==> config.mk <==
export PLATFORM = sky130hd
export DESIGN_NAME = teras_row_packer_flat
export DESIGN_NICKNAME = d
export VERILOG_FILES = /design/src/rtl/teras_pkg.sv /design/src/rtl/teras_row_packer_if.sv /design/src/rtl/teras_row_packer.sv /design/src/flat_wrapper.sv
export SDC_FILE = /design/constraint.sdc
export NUM_CORES = 1
export LEC_CHECK = 0
export ABC_AREA = 1
export CAP_MARGIN = 20
export CORE_AREA = 2 2 90 92
export CTS_BUF_LIST = sky130_fd_sc_hd__clkbuf_8
export DETAILED_ROUTE_END_ITERATION = 8
export DIE_AREA = 0 0 92 94
export DONT_BUFFER_PORTS = 1
export GPL_TIMING_DRIVEN = 1
export PLACE_DENSITY = 0.66
export SETUP_SLACK_MARGIN = 0.5
export SYNTH_ARGS = -nofsm -noshare
export SYNTH_HDL_FRONTEND = slang
export SYNTH_SLANG_ARGS = --single-unit
export TNS_END_PERCENT = 10
==> constraint.sdc <==
create_clock -name clk -period 1.6 [get_ports clk]
set_clock_uncertainty 0.15 [all_clocks]
set_input_delay 0.24 -clock clk [delete_from_list [all_inputs] [get_ports clk]]
set_output_delay 0.24 -clock clk [all_outputs]
set_load 0.1 [all_outputs]
==> src/rtl/teras_pkg.sv <==
`default_nettype none
// ============================================================================
// Module   : teras_pkg
// Purpose  : Constants and helpers shared by the teras systolic-array top, its
//            row packer (upstream) and its output unpacker (downstream).
// Contents : ELEM_WIDTH  - posit<8,0> element width
//            N           - elements per row (array dimension)
//            POSIT_ZERO  - posit encoding of zero, used for row padding
//            eob_bit()   - bit position of the end-of-block tag in a word
//            sob_bit()   - bit position of the start-of-block tag in a word
// Revision : 1.0 - initial release
// ============================================================================
package teras_pkg;

    localparam int ELEM_WIDTH = 8;
    localparam int N          = 3;

    // posit<8,0> zero is the all-zeros pattern
    localparam logic [ELEM_WIDTH-1:0] POSIT_ZERO = '0;

    // Tags live in the two top bits of a row word
    function automatic int eob_bit(input int data_width);
        return data_width - 1;
    endfunction

    function automatic int sob_bit(input int data_width);
        return data_width - 2;
    endfunction

endpackage : teras_pkg
`default_nettype wire

==> src/rtl/teras_row_packer_if.sv <==
`default_nettype none
// ============================================================================
// Module   : teras_row_packer_if
// Purpose  : Bundles the element stream (s_*) feeding the row packer and the
//            rts/rtr row-word handshake it presents toward teras.
// Modports : slave  - the row packer (consumes elements, produces words)
//            master - the environment (produces elements, consumes words)
// Revision : 1.0 - initial release
// ============================================================================
interface teras_row_packer_if #(
    parameter int ELEM_WIDTH = 8,
    parameter int DATA_WIDTH = 32
);
    logic                  s_valid;
    logic                  s_ready;
    logic [ELEM_WIDTH-1:0] s_data;
    logic                  s_last;
    logic                  rts_o;
    logic                  rtr_i;
    logic [DATA_WIDTH-1:0] data_o;

    modport slave (
        input  s_valid, s_data, s_last, rtr_i,
        output s_ready, rts_o, data_o
    );

    modport master (
        output s_valid, s_data, s_last, rtr_i,
        input  s_ready, rts_o, data_o
    );
endinterface : teras_row_packer_if
`default_nettype wire

==> src/rtl/teras_row_packer.sv <==
`default_nettype none
// ============================================================================
// Module   : teras_row_packer
// Purpose  : Packs a byte-serial posit element stream into row words for the
//            teras A*A^T array, tagging first/last rows of each block with
//            SOB/EOB and zero-padding rows cut short by s_last.
// Ports    : clk   - clock
//            rst_n - asynchronous active-low reset
//            bus   - slave modport: s_valid/s_ready/s_data/s_last element
//                    input, rts_o/rtr_i/data_o row word output
// Revision : 1.0 - initial release
// ============================================================================
module teras_row_packer #(
    parameter int ELEM_WIDTH     = teras_pkg::ELEM_WIDTH,
    parameter int ELEMS_PER_ROW  = teras_pkg::N,
    parameter int ROWS_PER_BLOCK = 3,
    parameter int DATA_WIDTH     = 32
) (
    input  wire                logic clk,
    input  wire                logic rst_n,
    teras_row_packer_if.slave  bus
);
    import teras_pkg::*;

    localparam int EC_W    = $clog2(ELEMS_PER_ROW + 1);
    localparam int RC_W    = (ROWS_PER_BLOCK > 1) ? $clog2(ROWS_PER_BLOCK) : 1;
    localparam int SOB_POS = sob_bit(DATA_WIDTH);
    localparam int EOB_POS = eob_bit(DATA_WIDTH);

    localparam logic [EC_W-1:0]       ROW_ELEMS = EC_W'(ELEMS_PER_ROW);
    localparam logic [RC_W-1:0]       LAST_ROW  = RC_W'(ROWS_PER_BLOCK - 1);
    localparam logic [DATA_WIDTH-1:0] EMPTY_ROW =
        DATA_WIDTH'({ELEMS_PER_ROW{POSIT_ZERO}});

    // Assembler: partial row, or a finished tagged row waiting for the output
    // register when full_q is set.
    logic [DATA_WIDTH-1:0] asm_q, asm_d;
    logic [EC_W-1:0]       elem_cnt_q, elem_cnt_d;
    logic [RC_W-1:0]       row_cnt_q, row_cnt_d;
    logic                  full_q, full_d;

    // One-entry output register
    logic [DATA_WIDTH-1:0] out_q, out_d;
    logic                  out_valid_q, out_valid_d;

    logic                  out_free;
    logic                  accept;
    logic [DATA_WIDTH-1:0] word;
    logic [EC_W-1:0]       cnt_next;
    logic                  row_done;
    logic                  eob;

    // Output register can take a new word if empty or being drained now
    assign out_free    = ~out_valid_q | bus.rtr_i;
    assign bus.s_ready = rst_n & ~(full_q & ~out_free);
    assign accept      = bus.s_valid & bus.s_ready;
    assign bus.rts_o   = out_valid_q;
    assign bus.data_o  = out_q;

    always_comb begin
        asm_d       = asm_q;
        elem_cnt_d  = elem_cnt_q;
        row_cnt_d   = row_cnt_q;
        full_d      = full_q;
        out_d       = out_q;
        out_valid_d = out_valid_q;
        word        = '0;
        cnt_next    = '0;
        row_done    = 1'b0;
        eob         = 1'b0;

        if (out_valid_q && bus.rtr_i) begin
            out_valid_d = 1'b0;
        end

        // A held finished row moves out, freeing the assembler this cycle
        if (full_q && out_free) begin
            out_d       = asm_q;
            out_valid_d = 1'b1;
            full_d      = 1'b0;
            asm_d       = EMPTY_ROW;
            elem_cnt_d  = '0;
        end

        if (accept) begin
            word = asm_d;
            for (int k = 0; k < ELEMS_PER_ROW; k++) begin
                if (elem_cnt_d == EC_W'(k)) begin
                    word[k*ELEM_WIDTH +: ELEM_WIDTH] = bus.s_data;
                end
            end
            cnt_next = elem_cnt_d + EC_W'(1);
            row_done = (cnt_next == ROW_ELEMS) || bus.s_last;

            if (row_done) begin
                eob              = (row_cnt_q == LAST_ROW) || bus.s_last;
                word[SOB_POS]    = (row_cnt_q == '0);
                word[EOB_POS]    = eob;
                row_cnt_d        = eob ? '0 : row_cnt_q + RC_W'(1);
                elem_cnt_d       = '0;
                // Straight to the output unless a held row just claimed it
                if (out_free && !full_q) begin
                    out_d       = word;
                    out_valid_d = 1'b1;
                    asm_d       = EMPTY_ROW;
                end else begin
                    asm_d  = word;
                    full_d = 1'b1;
                end
            end else begin
                asm_d      = word;
                elem_cnt_d = cnt_next;
            end
        end
    end

    always_ff @(posedge clk or negedge rst_n) begin
        if (!rst_n) begin
            asm_q       <= EMPTY_ROW;
            elem_cnt_q  <= '0;
            row_cnt_q   <= '0;
            full_q      <= 1'b0;
            out_q       <= '0;
            out_valid_q <= 1'b0;
        end else begin
            asm_q       <= asm_d;
            elem_cnt_q  <= elem_cnt_d;
            row_cnt_q   <= row_cnt_d;
            full_q      <= full_d;
            out_q       <= out_d;
            out_valid_q <= out_valid_d;
        end
    end

endmodule : teras_row_packer
`default_nettype wire

==> src/flat_wrapper.sv <==
// flat-port wrapper written by rule: the top's interface ports become plain ports
module teras_row_packer_flat import teras_pkg::*;
#(
    parameter int ELEM_WIDTH     = teras_pkg::ELEM_WIDTH,
    parameter int ELEMS_PER_ROW  = teras_pkg::N,
    parameter int ROWS_PER_BLOCK = 3,
    parameter int DATA_WIDTH     = 32
)
  (clk, rst_n, bus_s_valid, bus_s_data, bus_s_last, bus_rtr_i, bus_s_ready, bus_rts_o, bus_data_o);
  teras_row_packer_if #(.ELEM_WIDTH(ELEM_WIDTH), .DATA_WIDTH(DATA_WIDTH)) bus_i ();
  input  wire                logic clk;
  input  wire                logic rst_n;
  input wire logic [$bits(bus_i.s_valid)-1:0] bus_s_valid;
  input wire logic [$bits(bus_i.s_data)-1:0] bus_s_data;
  input wire logic [$bits(bus_i.s_last)-1:0] bus_s_last;
  input wire logic [$bits(bus_i.rtr_i)-1:0] bus_rtr_i;
  output wire logic [$bits(bus_i.s_ready)-1:0] bus_s_ready;
  output wire logic [$bits(bus_i.rts_o)-1:0] bus_rts_o;
  output wire logic [$bits(bus_i.data_o)-1:0] bus_data_o;
  assign bus_i.s_valid = bus_s_valid;
  assign bus_i.s_data = bus_s_data;
  assign bus_i.s_last = bus_s_last;
  assign bus_i.rtr_i = bus_rtr_i;
  assign bus_s_ready = bus_i.s_ready;
  assign bus_rts_o = bus_i.rts_o;
  assign bus_data_o = bus_i.data_o;
  teras_row_packer #(.ELEM_WIDTH(ELEM_WIDTH), .ELEMS_PER_ROW(ELEMS_PER_ROW), .ROWS_PER_BLOCK(ROWS_PER_BLOCK), .DATA_WIDTH(DATA_WIDTH)) u_core (.clk(clk), .rst_n(rst_n), .bus(bus_i));
endmodule
## Word level (Yosys, flattened, before mapping)

Index checks and enable logic that the tools add are counted.

- Add/subtract/negate cells: 2
- Equality and inequality tests: 4
- Mux-type cells: 24
- Bitwise gates (word level): 7
- Reductions and logical operators: 9

Operator list:

| kind | number |
|---|---|
| 32-bit 2-to-1 mux | 8 |
| 8-bit 2-to-1 mux | 3 |
| 1-bit 2-to-1 mux | 9 |
| 2-bit 2-to-1 mux | 4 |
| 2-bit equality test (second input constant) | 3 |
| 2-bit by 1-bit adder with 2-bit output (second input constant) | 2 |
| 2-bit logical NOT | 2 |
| 1-bit bitwise AND | 3 |
| 1-bit logical AND | 3 |
| 1-bit NOT | 3 |
| 2-bit by 1-bit equality test with 1-bit output (second input constant) | 1 |
| 1-bit logical OR | 2 |
| 2-bit AND reduction | 1 |
| 1-bit logical NOT | 1 |
| 1-bit bitwise OR | 1 |

- Register bits after elaboration: 70
- Input port bits: 13
- Output and inout port bits: 34
- Logic and storage cells: 52

## Depth between registers and ports, before layout

Gate-level depths: netlist (run 1).

- Word-level depth: 9
- Mapped depth: 10
- Mapped depth without buffers: 8

## Worst setup path before layout (run 1)

Ideal clock, no wire load.

- Path type: register -> register
- From: reg u_core.out_valid_q (netlist: u_core.bus.rts_o)
- To: reg u_core.out_q[18] (netlist: u_core.bus.data_o[18])
- Setup time: 0.118 ns
- Arrival time: 2.034 ns
- Data required time: 1.332 ns
- Path slack: -0.702 ns
- Stages on the path, launching flop included: 10
- Path buffers: 2
- Period minus slack after synthesis: 2.302 ns
- Path through: dfrtp_1 > nand2_1 > nand2_2 > nand3_4 > nand2_2 > nand3_1 > buf_4 > buf_4 > nand2_1 > nand2_1

- Word-level cells in the longest chain between the ends: 9
- Elaborated cells on any way between the ends: 20
- Classes of those cells: add/sub (1); eq/ne (2); mux (7); bitwise (7); reduce/logical (3)

RTL lines:

| element | RTL line | RTL |
|---|---|---|
| start: declaration | teras_row_packer.sv:44 | `logic out_valid_q, out_valid_d;` |
| start signal: assignment | teras_row_packer.sv:131 | `out_valid_q <= out_valid_d;` |
| 1-bit NOT (*) | teras_row_packer.sv:54 | `assign out_free = ~out_valid_q \| bus.rtr_i;` |
| 1-bit bitwise OR (*) | teras_row_packer.sv:54 |  |
| 1-bit logical AND | teras_row_packer.sv:77 | `if (full_q && out_free) begin` |
| 2-bit 2-to-1 mux | teras_row_packer.sv:77 |  |
| 2-bit by 1-bit adder with 2-bit output / 2-bit equality test (equally long branches) | teras_row_packer.sv:92, teras_row_packer.sv:88 |  |
| 2-bit equality test / 8-bit 2-to-1 mux (equally long branches) | teras_row_packer.sv:93, teras_row_packer.sv:88 |  |
| 1-bit logical OR / 32-bit 2-to-1 mux (equally long branches) | teras_row_packer.sv:93, teras_row_packer.sv:102 |  |
| 32-bit 2-to-1 mux | teras_row_packer.sv:95 | `if (row_done) begin` |
| 32-bit 2-to-1 mux (*) | teras_row_packer.sv:85 | `if (accept) begin` |
| net u_core.out_d[18] | teras_row_packer.sv:43 | `logic [DATA_WIDTH-1:0] out_q, out_d;` |
| end signal: assignment | teras_row_packer.sv:130 | `out_q <= out_d;` |
| end: declaration | teras_row_packer.sv:43 |  |

Mark *: on every way through the listed nets, which the timed path passes. The rest lies on a longest branch.
A chain may end at the register's enable or synchronous reset.

## Worst setup path in the final report (run 1)

- From: reg u_core.full_q
- To: out bus_s_ready

- Word-level cells in the longest chain between the ends: 3

RTL lines:

| element | RTL line | RTL |
|---|---|---|
| start: declaration | teras_row_packer.sv:40 | `logic full_q, full_d;` |
| start signal: assignment | teras_row_packer.sv:129 | `full_q <= full_d;` |
| 1-bit bitwise AND | teras_row_packer.sv:55 | `assign bus.s_ready = rst_n & ~(full_q & ~out_free);` |
| 1-bit NOT | teras_row_packer.sv:55 |  |
| 1-bit bitwise AND | teras_row_packer.sv:55 |  |
| end: declaration | flat_wrapper.sv:17 | `output wire logic [$bits(bus_i.s_ready)-1:0] bus_s_ready;` |

No other way between the ends.

==> results of run 1 <==
==> power by group through the flow <==
stage | combinational, mW | sequential [mW] | clock, mW
CTS | 3.33 | 2.36 | 1.24
finish | 3.47 | 2.37 | 1.22
global route | 3.67 | 2.41 | 1.32
floorplan | 0.859 | 3.62 | 0
global placement | 2.79 | 2.29 | 0
detailed placement | 2.83 | 2.29 | 0
==> worst paths after layout <==
check | start | end | slack (ns) | depth (start not counted)
max in group asynchronous | rst_n | u_core.bus.rts_o$_DFF_PN0_ | 1.74 | 0
worst max-delay path | u_core.full_q$_DFF_PN0_ | bus_s_ready | -0.09 | 5
min in group clk | bus_s_last | u_core.row_cnt_q[0]$_DFFE_PN0P_ | -0.01 | 3
worst min-delay path | rst_n | u_core.bus.data_o[27]$_DFF_PN0_ | -0.56 | 0
worst max register to register | u_core.bus.rts_o$_DFF_PN0_ | u_core.bus.data_o[4]$_DFF_PN0_ | -0.07 | 9
worst min register to register | u_core.asm_q[30]$_DFF_PN0_ | u_core.asm_q[30]$_DFF_PN0_ | 0.36 | 2
==> placed cells by master (no fill, tap or decap), drive strengths merged <==
cell type / n
buf: 71
o31ai: 1
o21ai: 19
ha: 2
o211ai: 16
a21oi: 2
inv: 30
nor2: 15
clkinv: 3
dfrtp: 70
nand2: 221
clkinvlp: 2
nand4: 27
clkbuf: 13
nand3: 74
==> timing repair <==
action | CTS | global route
endpoints found under the setup margin | 104 | 104
pin swaps | 1 | 8
gates cloned | 1 | 5
hold endpoints to repair | 73 | 70
resized for setup | 109 | 32
buffers inserted | 3 | 3
==> stage by stage <==
stage | utilization | worst slack, ns | hold slack (ns)
after floorplan | - | -0.1592 | -0.2056
after global placement | 0.5633 | 0.02685 | -0.2034
after detailed placement | 0.5633 | -0.02135 | -0.2030
after CTS | 0.6467 | -0.07680 | -0.5742
after global routing | 0.6798 | -0.1484 | -0.5861
final | 0.6798 | -0.09400 | -0.5647
==> kinds of logic (layout without fill, tap and decap cells) <==
kind of cell | Yosys count | in the layout
fa+ha+maj | 2 | 2
simple gates | 336 | 337
buf+inv | 68 | 119
compound gates | 38 | 38
flops | 70 | 70
==> state kept, by name, indices dropped and copies added (netlist names) <==
| name | count |
|---|---|
| u_core.elem_cnt_q | 2 |
| u_core.row_cnt_q | 2 |
| u_core.bus.rts_o | 1 |
| u_core.asm_q | 32 |
| u_core.full_q | 1 |
| u_core.bus.data_o | 32 |
==> layout make-up <==
type,count,area (sq um)
clock buffer,10,137.6
clock inverter,4,17.52
fill,634,2436
inverter,31,126.4
multi-input combinational,377,1866
sequential,70,1755
tap,102,127.6
timing repair buffer,74,1141
==> routing by layer <==
layer,share of wire,vias to the layer above
li1,-,1776
met1,0.42,1777
met2,0.48,181
met3,0.081,19
met4,0.018,0
met5,0,-
==> worst max-delay path, delay by kind of cell (launching register included) <==
| family | cells | cell delay (ns) |
|---|---|---|
| buffers and inverters | 3 | 0.37 |
| flip-flops | 1 | 0.42 |
| AND/OR/NAND/NOR | 2 | 0.16 |
==> results.sh, run 1 <==
export IMPL_design_area_sq_um=5171
export IMPL_outcome="complete, but fails checks"
export IMPL_overflow=0
export IMPL_worstPathArrival_ns=1.30
export IMPL_path_max_fanout=2
export IMPL_clockBufferDepth=2
export IMPL_cp_slowest_cell="dfrtp_1"
export IMPL_finalNonFillerCells=668
export IMPL_ys_async_sr_fraction=1.000
export IMPL_grt_antenna_before_repair=0
export IMPL_yosysSeqAreaShare=0.4671
export IMPL_mappedNetlistArea_sq_um=3750
export IMPL_p_switching_mw=3.199
export IMPL_yosys_area_share_simple=0.3851
export IMPL_grt_pass1_wl_um=17810
export IMPL_routedWlPerCell_um=16.25
export IMPL_seqPwrFrac=0.336
export IMPL_max_stage_delay_ns=0.42
export IMPL_drive_gt1_frac=0.2014
export IMPL_dp_hpwl_um=6457
export IMPL_setup_tns_ns=-1.878
export IMPL_dieArea_sq_um=8648
export IMPL_cts_sinks=70
export IMPL_ir_drop_uv=1061
export IMPL_grt_max_degree=73
export IMPL_synth_area_leaders="dfrtp_1 47%, nand2_1 22%, nand3_1 9.6%, nand4_1 4.5%, o211ai_1 3.2%"
export IMPL_global_route_usage_met2=0.4112
export IMPL_vias=3753
export IMPL_firstDrtPassIters=5
export IMPL_ys_types=22
export IMPL_p_clk_frac=0.172
export IMPL_synth_seq_cells=70
export IMPL_synth_edf_count=0
export IMPL_leakage_nw=2.650
export IMPL_cts_root_buf="clkbuf_8"
export IMPL_ys_warn_count=0
export IMPL_setup_viol=62
export IMPL_fmax_ghz=0.5903
export IMPL_top_usage_layer="met2"
export IMPL_failed_checks="negative hold slack, negative setup slack"
export IMPL_die_w_um=92
export IMPL_grtUsageMet1=0.3558
export IMPL_critPathRequiredTime_ns=1.21
export IMPL_grt_use_total=0.2593
export IMPL_synth_top_family_by_area="simple AND/OR/NAND/NOR gates"
export IMPL_path_class="reg2out"
export IMPL_synthAdderAreaFrac=0.006673
export IMPL_finalPower_mw=7.057
export IMPL_gp_congestion=0.8512
export IMPL_num_antenna_cells=0
export IMPL_timing_hold_violations_final=72
export IMPL_syn_area_per_cell_sq_um=7.295
export IMPL_wl_um=10860
export IMPL_rows=32
export IMPL_p_int_mw=3.858
export IMPL_switching_share=0.4533
export IMPL_synth_nets=529
export IMPL_finalMaxSlewViolations=0
export IMPL_drtAntennaViolNets=0
export IMPL_area_growth_pct=37.90
export IMPL_muxShareOfSynthArea=0
export IMPL_worst_slack_ns=-0.09400
export IMPL_final_nets=578
export IMPL_h_tree_depth=3
export IMPL_drtIter0Drc=320
export IMPL_numCtsBuffers=9
export IMPL_port_buffers=0
export IMPL_grt_pass1_vias=3611
export IMPL_drc_errors=0
export IMPL_hold_class="in2async"
export IMPL_io_pins=47
export IMPL_fin_hold_ws_ns=-0.5647
export IMPL_grtUsageMet3=0.06501
export IMPL_cp_start_kind="register"
export IMPL_p_per_area_nw_per_um2=1365
export IMPL_max_slew_margin=0.8227
export IMPL_viasPerCell=5.618
export IMPL_cts_reportedPaths_clkPinSlew_ns=0.07
export IMPL_layout_min_cycle_time_ns=1.694
export IMPL_pwr_share_comb=0.491
export IMPL_yosys_area_top_type="dfrtp_1"
export IMPL_yosysMostFrequentCell="nand2_1"
export IMPL_synth_main_ff_cell="dfrtp_1"
export IMPL_synth_top_area_frac=0.4671
export IMPL_synth_compound_area_frac=0.06507
export IMPL_rsz0062_at_grt="true"
export IMPL_dp_cells=642
export IMPL_path_cells="nand3_4 > buf_6 > nand2_4 > clkinvlp_4 > buf_12"
export IMPL_synthTopCellsByCount="218 x nand2_1, 72 x nand3_1, 70 x dfrtp_1, 27 x inv_1, 27 x nand4_1"
export IMPL_worst_skew_pair_late_latency_ns=0.34
export IMPL_end_kind="output pin"
export IMPL_start_util=0.4929
export IMPL_synthCells=514
export IMPL_place_area_sq_um=4285
export IMPL_die_h_um=94
export IMPL_worstMarginPinSlew_ns=0.2643
export IMPL_core_area_sq_um=7607
export IMPL_synthXorXnorAreaFrac=0
export IMPL_cap_violations=0
export IMPL_cts_tree="done"
export IMPL_post_route_period_util=1.059
No activity file was read; power rests on OpenSTA's default activity.
==> run 2, diff against run 1 <==
--- a/config.mk
+++ b/config.mk
@@ -5,15 +5,13 @@
 export SDC_FILE = /design/constraint.sdc
 export NUM_CORES = 1
 export LEC_CHECK = 0
-export ABC_AREA = 1
 export CAP_MARGIN = 20
-export CORE_AREA = 2 2 90 92
+export CORE_AREA = 8 8 88 90
 export CTS_BUF_LIST = sky130_fd_sc_hd__clkbuf_8
 export DETAILED_ROUTE_END_ITERATION = 8
-export DIE_AREA = 0 0 92 94
+export DIE_AREA = 0 0 96 98
 export DONT_BUFFER_PORTS = 1
 export GPL_TIMING_DRIVEN = 1
-export PLACE_DENSITY = 0.66
 export SETUP_SLACK_MARGIN = 0.5
 export SYNTH_ARGS = -nofsm -noshare
 export SYNTH_HDL_FRONTEND = slang
==> constraint.sdc (replaced) <==
create_clock -name clk -period 1.8 [get_ports clk]
set_clock_uncertainty 0.15 [all_clocks]
set_input_delay 0.27 -clock clk [delete_from_list [all_inputs] [get_ports clk]]
set_output_delay 0.27 -clock clk [all_outputs]
set_load 0.1 [all_outputs]
==> run 2 against run 1 <==
  * The flow finishes with violations (negative hold slack)
  * Combinational power fell by 35%
  * Sequential share of layout area is 10 points higher
  * Wire length down 29%
  * Core utilization down 6.7 points
  * First-iteration DRC count decreased by 68%
  * Die area up 8.8%
  * Flip-flop and latch count stayed put
  * Register-to-register slack improved by 0.14 ns
  * Final cell count shrank 42%
  * Highest routed layer unchanged
==> results.sh, run 2 <==
export IMPL_outcome="complete, but fails checks"
export IMPL_failed_checks="negative hold slack"
export IMPL_cts_sinks=70
export IMPL_dp_hpwl_um=4919
export IMPL_synth_top_family_by_area="compound AO/OA/AOI/OAI gates"
export IMPL_numCtsBuffers=9
export IMPL_synth_seq_cells=70
export IMPL_dp_cells=362
export IMPL_grt_use_total=0.1734
export IMPL_cts_root_buf="clkbuf_8"
export IMPL_pre_cts_ws_ns=-0.08925
export IMPL_yosysMostFrequentCell="dfrtp_1"
export IMPL_yosys_area_share_simple=0.1322
export IMPL_synthCells=242
export IMPL_fin_hold_ws_ns=-0.5383
export IMPL_setup_viol=0
export IMPL_grt_max_degree=76
export IMPL_rows=30
export IMPL_path_class="reg2reg"
export IMPL_finalNonFillerCells=390
export IMPL_cp_start_kind="register"
export IMPL_synth_top_area_frac=0.5731
export IMPL_cts_tree="done"
export IMPL_cap_violations=0
export IMPL_synth_nets=257
export IMPL_cts_reportedPaths_clkPinSlew_ns=0.07
export IMPL_vias=2270
export IMPL_final_nets=320
export IMPL_synth_area_leaders="dfrtp_1 57%, a221o_1 7.9%, a22o_1 5.2%, and2_1 3.3%, a32o_1 2.9%"
export IMPL_area_growth_pct=30.13
export IMPL_core_area_sq_um=6494
export IMPL_max_slew_margin=0.6888
export IMPL_num_antenna_cells=0
export IMPL_viasPerCell=5.821
export IMPL_critPathRequiredTime_ns=1.88
export IMPL_drive_gt1_frac=0.3355
export IMPL_p_per_area_nw_per_um2=1504
export IMPL_routedWlPerCell_um=19.69
export IMPL_grt_pass1_vias=2341
export IMPL_worstMarginPinSlew_ns=0.4663
export IMPL_worst_skew_pair_late_latency_ns=0.34
export IMPL_hold_class="in2async"
export IMPL_grt_antenna_before_repair=0
export IMPL_firstDrtPassIters=4
export IMPL_leakage_nw=1.922
export IMPL_synthAdderAreaFrac=0.01146
export IMPL_wl_um=7681
export IMPL_final_cell_mix="68 x dfrtp_1, 47 x buf_4, 24 x a221o_1, 18 x a22o_1, 16 x and2_1"
export IMPL_ir_drop_uv=924.0
export IMPL_timing_hold_violations_final=70
export IMPL_overflow=0
export IMPL_clockBufferDepth=2
export IMPL_drtIter0Drc=104
export IMPL_hold_buffers=8
export IMPL_port_buffers=0
export IMPL_start_util=0.4707
export IMPL_die_h_um=98
export IMPL_ys_async_sr_fraction=1.000
export IMPL_yosys_area_top_type="dfrtp_1"
export IMPL_layout_min_cycle_time_ns=1.733
export IMPL_syn_area_per_cell_sq_um=12.63
export IMPL_rsz0062_at_grt="true"
export IMPL_post_route_period_util=0.9629
export IMPL_ys_warn_count=0
export IMPL_synth_edf_count=0
export IMPL_drtAntennaViolNets=0
export IMPL_muxShareOfSynthArea=0.02906
export IMPL_yosysSeqAreaShare=0.5731
export IMPL_path_max_fanout=8
export IMPL_gp_congestion=0.7965
export IMPL_h_tree_depth=3
export IMPL_fin_util=0.6125
export IMPL_fmax_ghz=0.5770
export IMPL_ys_types=46
export IMPL_synthXorXnorAreaFrac=0.002865
export IMPL_worstPathArrival_ns=1.81
export IMPL_worst_slack_ns=0.06686
export IMPL_synth_compound_area_frac=0.2198
export IMPL_synth_main_ff_cell="dfrtp_1"
export IMPL_io_pins=47
export IMPL_synthTopCellsByCount="70 x dfrtp_1, 24 x a221o_1, 19 x nor2_1, 18 x a22o_1, 16 x and2_1"
export IMPL_end_kind="register"
export IMPL_drc_errors=0
export IMPL_finalMaxSlewViolations=0
export IMPL_final_common_cell="dfrtp_1"
export IMPL_dieArea_sq_um=9408
export IMPL_die_w_um=96
export IMPL_mappedNetlistArea_sq_um=3057
export IMPL_grt_pass1_wl_um=12480
-- run 2: cell types whose count changed after synthesis, sizes merged, moves of 17 or more --
cell / previous run / this run
nand2: 220 / 12
nand3: 74 / 2
nand4: 27 / 0
inv: 29 / 3
a221o: 0 / 24
a22o: 0 / 18
and2: 0 / 17
-- run 2: per-stage QoR --
stage | area [sq um] | power, mW | setup TNS (ns)
after CTS | 3908 | 6.006 | 0
final | 3978 | 5.982 | 0
after global placement | 3505 | 4.226 | -0.1983
after global routing | 3978 | 6.222 | -0.001106
after detailed placement | 3505 | 4.251 | -0.6598
after floorplan | 3100 | 3.772 | -1.421
-- run 2: layout make-up --
type / count / area, sq um
tap: 80 / 100.1
sequential: 70 / 1757
inverter: 3 / 11.26
clock inverter: 6 / 132.6
clock buffer: 10 / 137.6
timing repair buffer: 63 / 540.5
multi-input combinational: 158 / 1299
fill: 538 / 2516
-- run 2: worst paths after layout --
| check | from | to | slack (ns) | cells after the start |
|---|---|---|---|---|
| max reg2reg | u_core.elem_cnt_q[1]$_DFF_PN0_ | u_core.bus.data_o[6]$_DFF_PN0_ | 0.07 | 6 |
| min | rst_n | u_core.bus.data_o[11]$_DFF_PN0_ | -0.54 | 0 |
| max | u_core.elem_cnt_q[1]$_DFF_PN0_ | u_core.bus.data_o[6]$_DFF_PN0_ | 0.07 | 6 |
| min in group clk | bus_s_last | u_core.row_cnt_q[1]$_DFFE_PN0P_ | 0.01 | 3 |
| min reg2reg | u_core.asm_q[28]$_DFF_PN0_ | u_core.asm_q[28]$_DFF_PN0_ | 0.34 | 1 |
| max in group asynchronous | rst_n | u_core.bus.rts_o$_DFF_PN0_ | 1.94 | 0 |
-- run 2: what timing repair did --
item,CTS,global route
gates resized for setup,12,13
setup buffers,2,1
hold endpoints to repair,110,70
gates cloned,1,0
setup endpoints to repair,104,104
pin swaps,6,7
-- run 2: logic make-up after synthesis --
kind of cell	after synthesis
simple gates	73
mux	8
flops	70
xor+xnor	1
fa+ha+maj	3
compound gates	72
buf+inv	15
-- run 2: critical path, cell delays in order, from the launching register on --
cell	delay (ns)
dfrtp_1	0.40
buf_4	0.15
mux2_1	0.31
a21oi_2	0.15
buf_6	0.15
nor2_1	0.05
a221o_1	0.26
-- run 2: routing by layer --
layer  part of all wire  global-route usage  vias up
met4              0.018             0.06864        0
met5                  0                   0        -
met1               0.43              0.2211     1149
met3              0.065             0.05142       14
met2               0.48              0.2659       52
li1                   -                   -     1055
-- run 2: power breakdown --
| group | switching, mW | leakage (nW) | internal (mW) |
|---|---|---|---|
| logic | 1.68 | 0.846 | 0.594 |
| clock network | 0.594 | 0.138 | 1.10 |
| registers | 0.172 | 0.937 | 1.85 |
| total | 2.44 | 1.92 | 3.54 |
==> run 3, diff against run 2 <==
--- a/config.mk
+++ b/config.mk
@@ -6,12 +6,16 @@
 export NUM_CORES = 1
 export LEC_CHECK = 0
 export CAP_MARGIN = 20
+export CELL_PAD_IN_SITES_DETAIL_PLACEMENT = 0
+export CELL_PAD_IN_SITES_GLOBAL_PLACEMENT = 1
 export CORE_AREA = 8 8 88 90
 export CTS_BUF_LIST = sky130_fd_sc_hd__clkbuf_8
 export DETAILED_ROUTE_END_ITERATION = 8
 export DIE_AREA = 0 0 96 98
 export DONT_BUFFER_PORTS = 1
 export GPL_TIMING_DRIVEN = 1
+export PLACE_DENSITY_LB_ADDON = 0.1
+export RECOVER_POWER = 25
 export SETUP_SLACK_MARGIN = 0.5
 export SYNTH_ARGS = -nofsm -noshare
 export SYNTH_HDL_FRONTEND = slang
==> run 3 against run 2 <==
  * The flow finishes with violations (negative hold slack, negative setup slack)
  * Non-clock buffer count increased by 10
  * Critical path depth decreased by 2
  * Register-to-register slack got worse by 0.08 ns
  * Critical endpoint is now bus_s_ready
  * Largest power group unchanged
  * Highest routed layer unchanged
==> results.sh, run 3 (synthesis gave the netlist of run 2 again) <==
export IMPL_grt_pass1_vias=2558
export IMPL_timing_hold_violations_final=70
export IMPL_cts_reportedPaths_clkPinSlew_ns=0.07
export IMPL_path_class="reg2out"
export IMPL_path_max_fanout=3
export IMPL_worstMarginPinSlew_ns=0.3714
export IMPL_pre_cts_ws_ns=-0.1228
export IMPL_finalPower_mw=6.031
export IMPL_leakage_nw=2.106
export IMPL_rows=30
export IMPL_port_buffers=0
export IMPL_grt_use_total=0.1929
export IMPL_end_kind="output pin"
export IMPL_clockBufferDepth=2
export IMPL_r2r_slack_ns=-0.01
export IMPL_critPathRequiredTime_ns=1.38
export IMPL_worstPathArrival_ns=1.44
export IMPL_die_h_um=98
export IMPL_p_per_area_nw_per_um2=1312
export IMPL_fmax_ghz=0.5381
export IMPL_ir_drop_uv=1114
export IMPL_post_route_period_util=1.032
export IMPL_cap_violations=0
export IMPL_fin_util=0.7079
export IMPL_multi_input_area_sq_um=1476
export IMPL_firstDrtPassIters=4
export IMPL_cts_tree="done"
export IMPL_grt_antenna_before_repair=0
export IMPL_drive_gt1_frac=0.4375
export IMPL_final_common_cell="dfrtp_1"
export IMPL_core_area_sq_um=6494
export IMPL_num_antenna_cells=0
export IMPL_fin_hold_ws_ns=-0.5248
export IMPL_vias=2409
export IMPL_start_util=0.4707
export IMPL_reg2regPathDepth=6
export IMPL_drtAntennaViolNets=0
export IMPL_drtIter0Drc=90
export IMPL_overflow=0
export IMPL_max_slew_margin=0.7516
export IMPL_hold_buffers=8
export IMPL_drc_errors=0
export IMPL_setup_viol=4
export IMPL_design_area_sq_um=4597
export IMPL_numCtsBuffers=9
export IMPL_dieArea_sq_um=9408
export IMPL_hold_class="in2async"
export IMPL_fillers=441
export IMPL_worst_slack_ns=-0.05832
export IMPL_reg2reg_to="u_core.asm_q[15]$_DFF_PN0_"
export IMPL_seqCellArea_sq_um=1758
export IMPL_place_area_sq_um=3475
export IMPL_layout_min_cycle_time_ns=1.858
export IMPL_dp_hpwl_um=5193
export IMPL_outcome="complete, but fails checks"
export IMPL_rsz0062_at_grt="true"
export IMPL_rr_startpoint="u_core.full_q$_DFF_PN0_"
export IMPL_routedWlPerCell_um=22.03
export IMPL_cts_sinks=70
export IMPL_cts_root_buf="clkbuf_8"
export IMPL_area_growth_pct=50.39
export IMPL_die_w_um=96
export IMPL_io_pins=47
export IMPL_cp_start_kind="register"
export IMPL_h_tree_depth=3
export IMPL_finalMaxSlewViolations=0
export IMPL_gp_congestion=0.8659
export IMPL_grt_pass1_wl_um=13830
export IMPL_worst_skew_pair_late_latency_ns=0.33
export IMPL_wl_um=8812
export IMPL_viasPerCell=6.023
export IMPL_final_nets=331
export IMPL_grt_max_degree=76
export IMPL_final_cell_mix="67 x dfrtp_1, 38 x buf_12, 24 x a221o_1, 18 x a22o_1, 14 x buf_6"
export IMPL_failed_checks="negative hold slack, negative setup slack"
-- run 3: through the flow --
stage | std cells | setup TNS, ns
floorplan | 242 | -1.421
detailed placement | 358 | -1.419
finish | 400 | -0.06964
global placement | 358 | -0.2110
global route | 400 | -0.1914
CTS | 395 | -0.06701
-- run 3: what timing repair did --
item,in CTS,in global routing
pin swaps,58,55
endpoints found under the setup margin,104,104
cloned,1,1
hold endpoints to repair,106,70
gates resized for setup,148,32
buffers inserted,13,4
-- run 3: final cells by class --
type	count	share of cell area
Inverter	3	0.002450
Timing Repair Buffer	73	0.2384
Sequential cell	70	0.3824
Clock buffer	9	0.02695
Tap cell	80	0.02177
Multi-Input combinational cell	159	0.3212
Clock inverter	6	0.006805
-- run 3: worst max-delay path by stage --
stage                                               from                              to  slack, ns  cells past startpoint
final                            u_core.full_q$_DFF_PN0_                     bus_s_ready      -0.06                      4
after global routing             u_core.full_q$_DFF_PN0_                     bus_s_ready      -0.11                      4
after CTS                        u_core.full_q$_DFF_PN0_                     bus_s_ready      -0.06                      4
after detailed placement  u_core.elem_cnt_q[1]$_DFF_PN0_  u_core.bus.data_o[4]$_DFF_PN0_      -0.12                      5
after global placement    u_core.elem_cnt_q[1]$_DFF_PN0_  u_core.bus.data_o[6]$_DFF_PN0_      -0.03                      5
after floorplan               u_core.bus.rts_o$_DFF_PN0_  u_core.bus.data_o[4]$_DFF_PN0_      -0.07                      6
-- run 3: worst max-delay path, stage by stage, from the launching register on --
cell and delay (ns):
dfrtp_1 0.42, buf_12 0.14, nand3b_1 0.11, buf_6 0.11, and2_4 0.32
-- run 3: power by group --
| group | internal [mW] | switching (mW) | leakage, nW |
|---|---|---|---|
| registers | 1.85 | 0.287 | 0.936 |
| logic | 1.12 | 1.74 | 1.08 |
| clock network | 0.477 | 0.557 | 0.0858 |
| total | 3.44 | 2.59 | 2.11 |
-- run 3: routing by layer --
metal,share of wire,global-route usage
met1,0.39,0.2307
met2,0.52,0.3136
met3,0.075,0.04758
met4,0.018,0.08994
met5,0,0
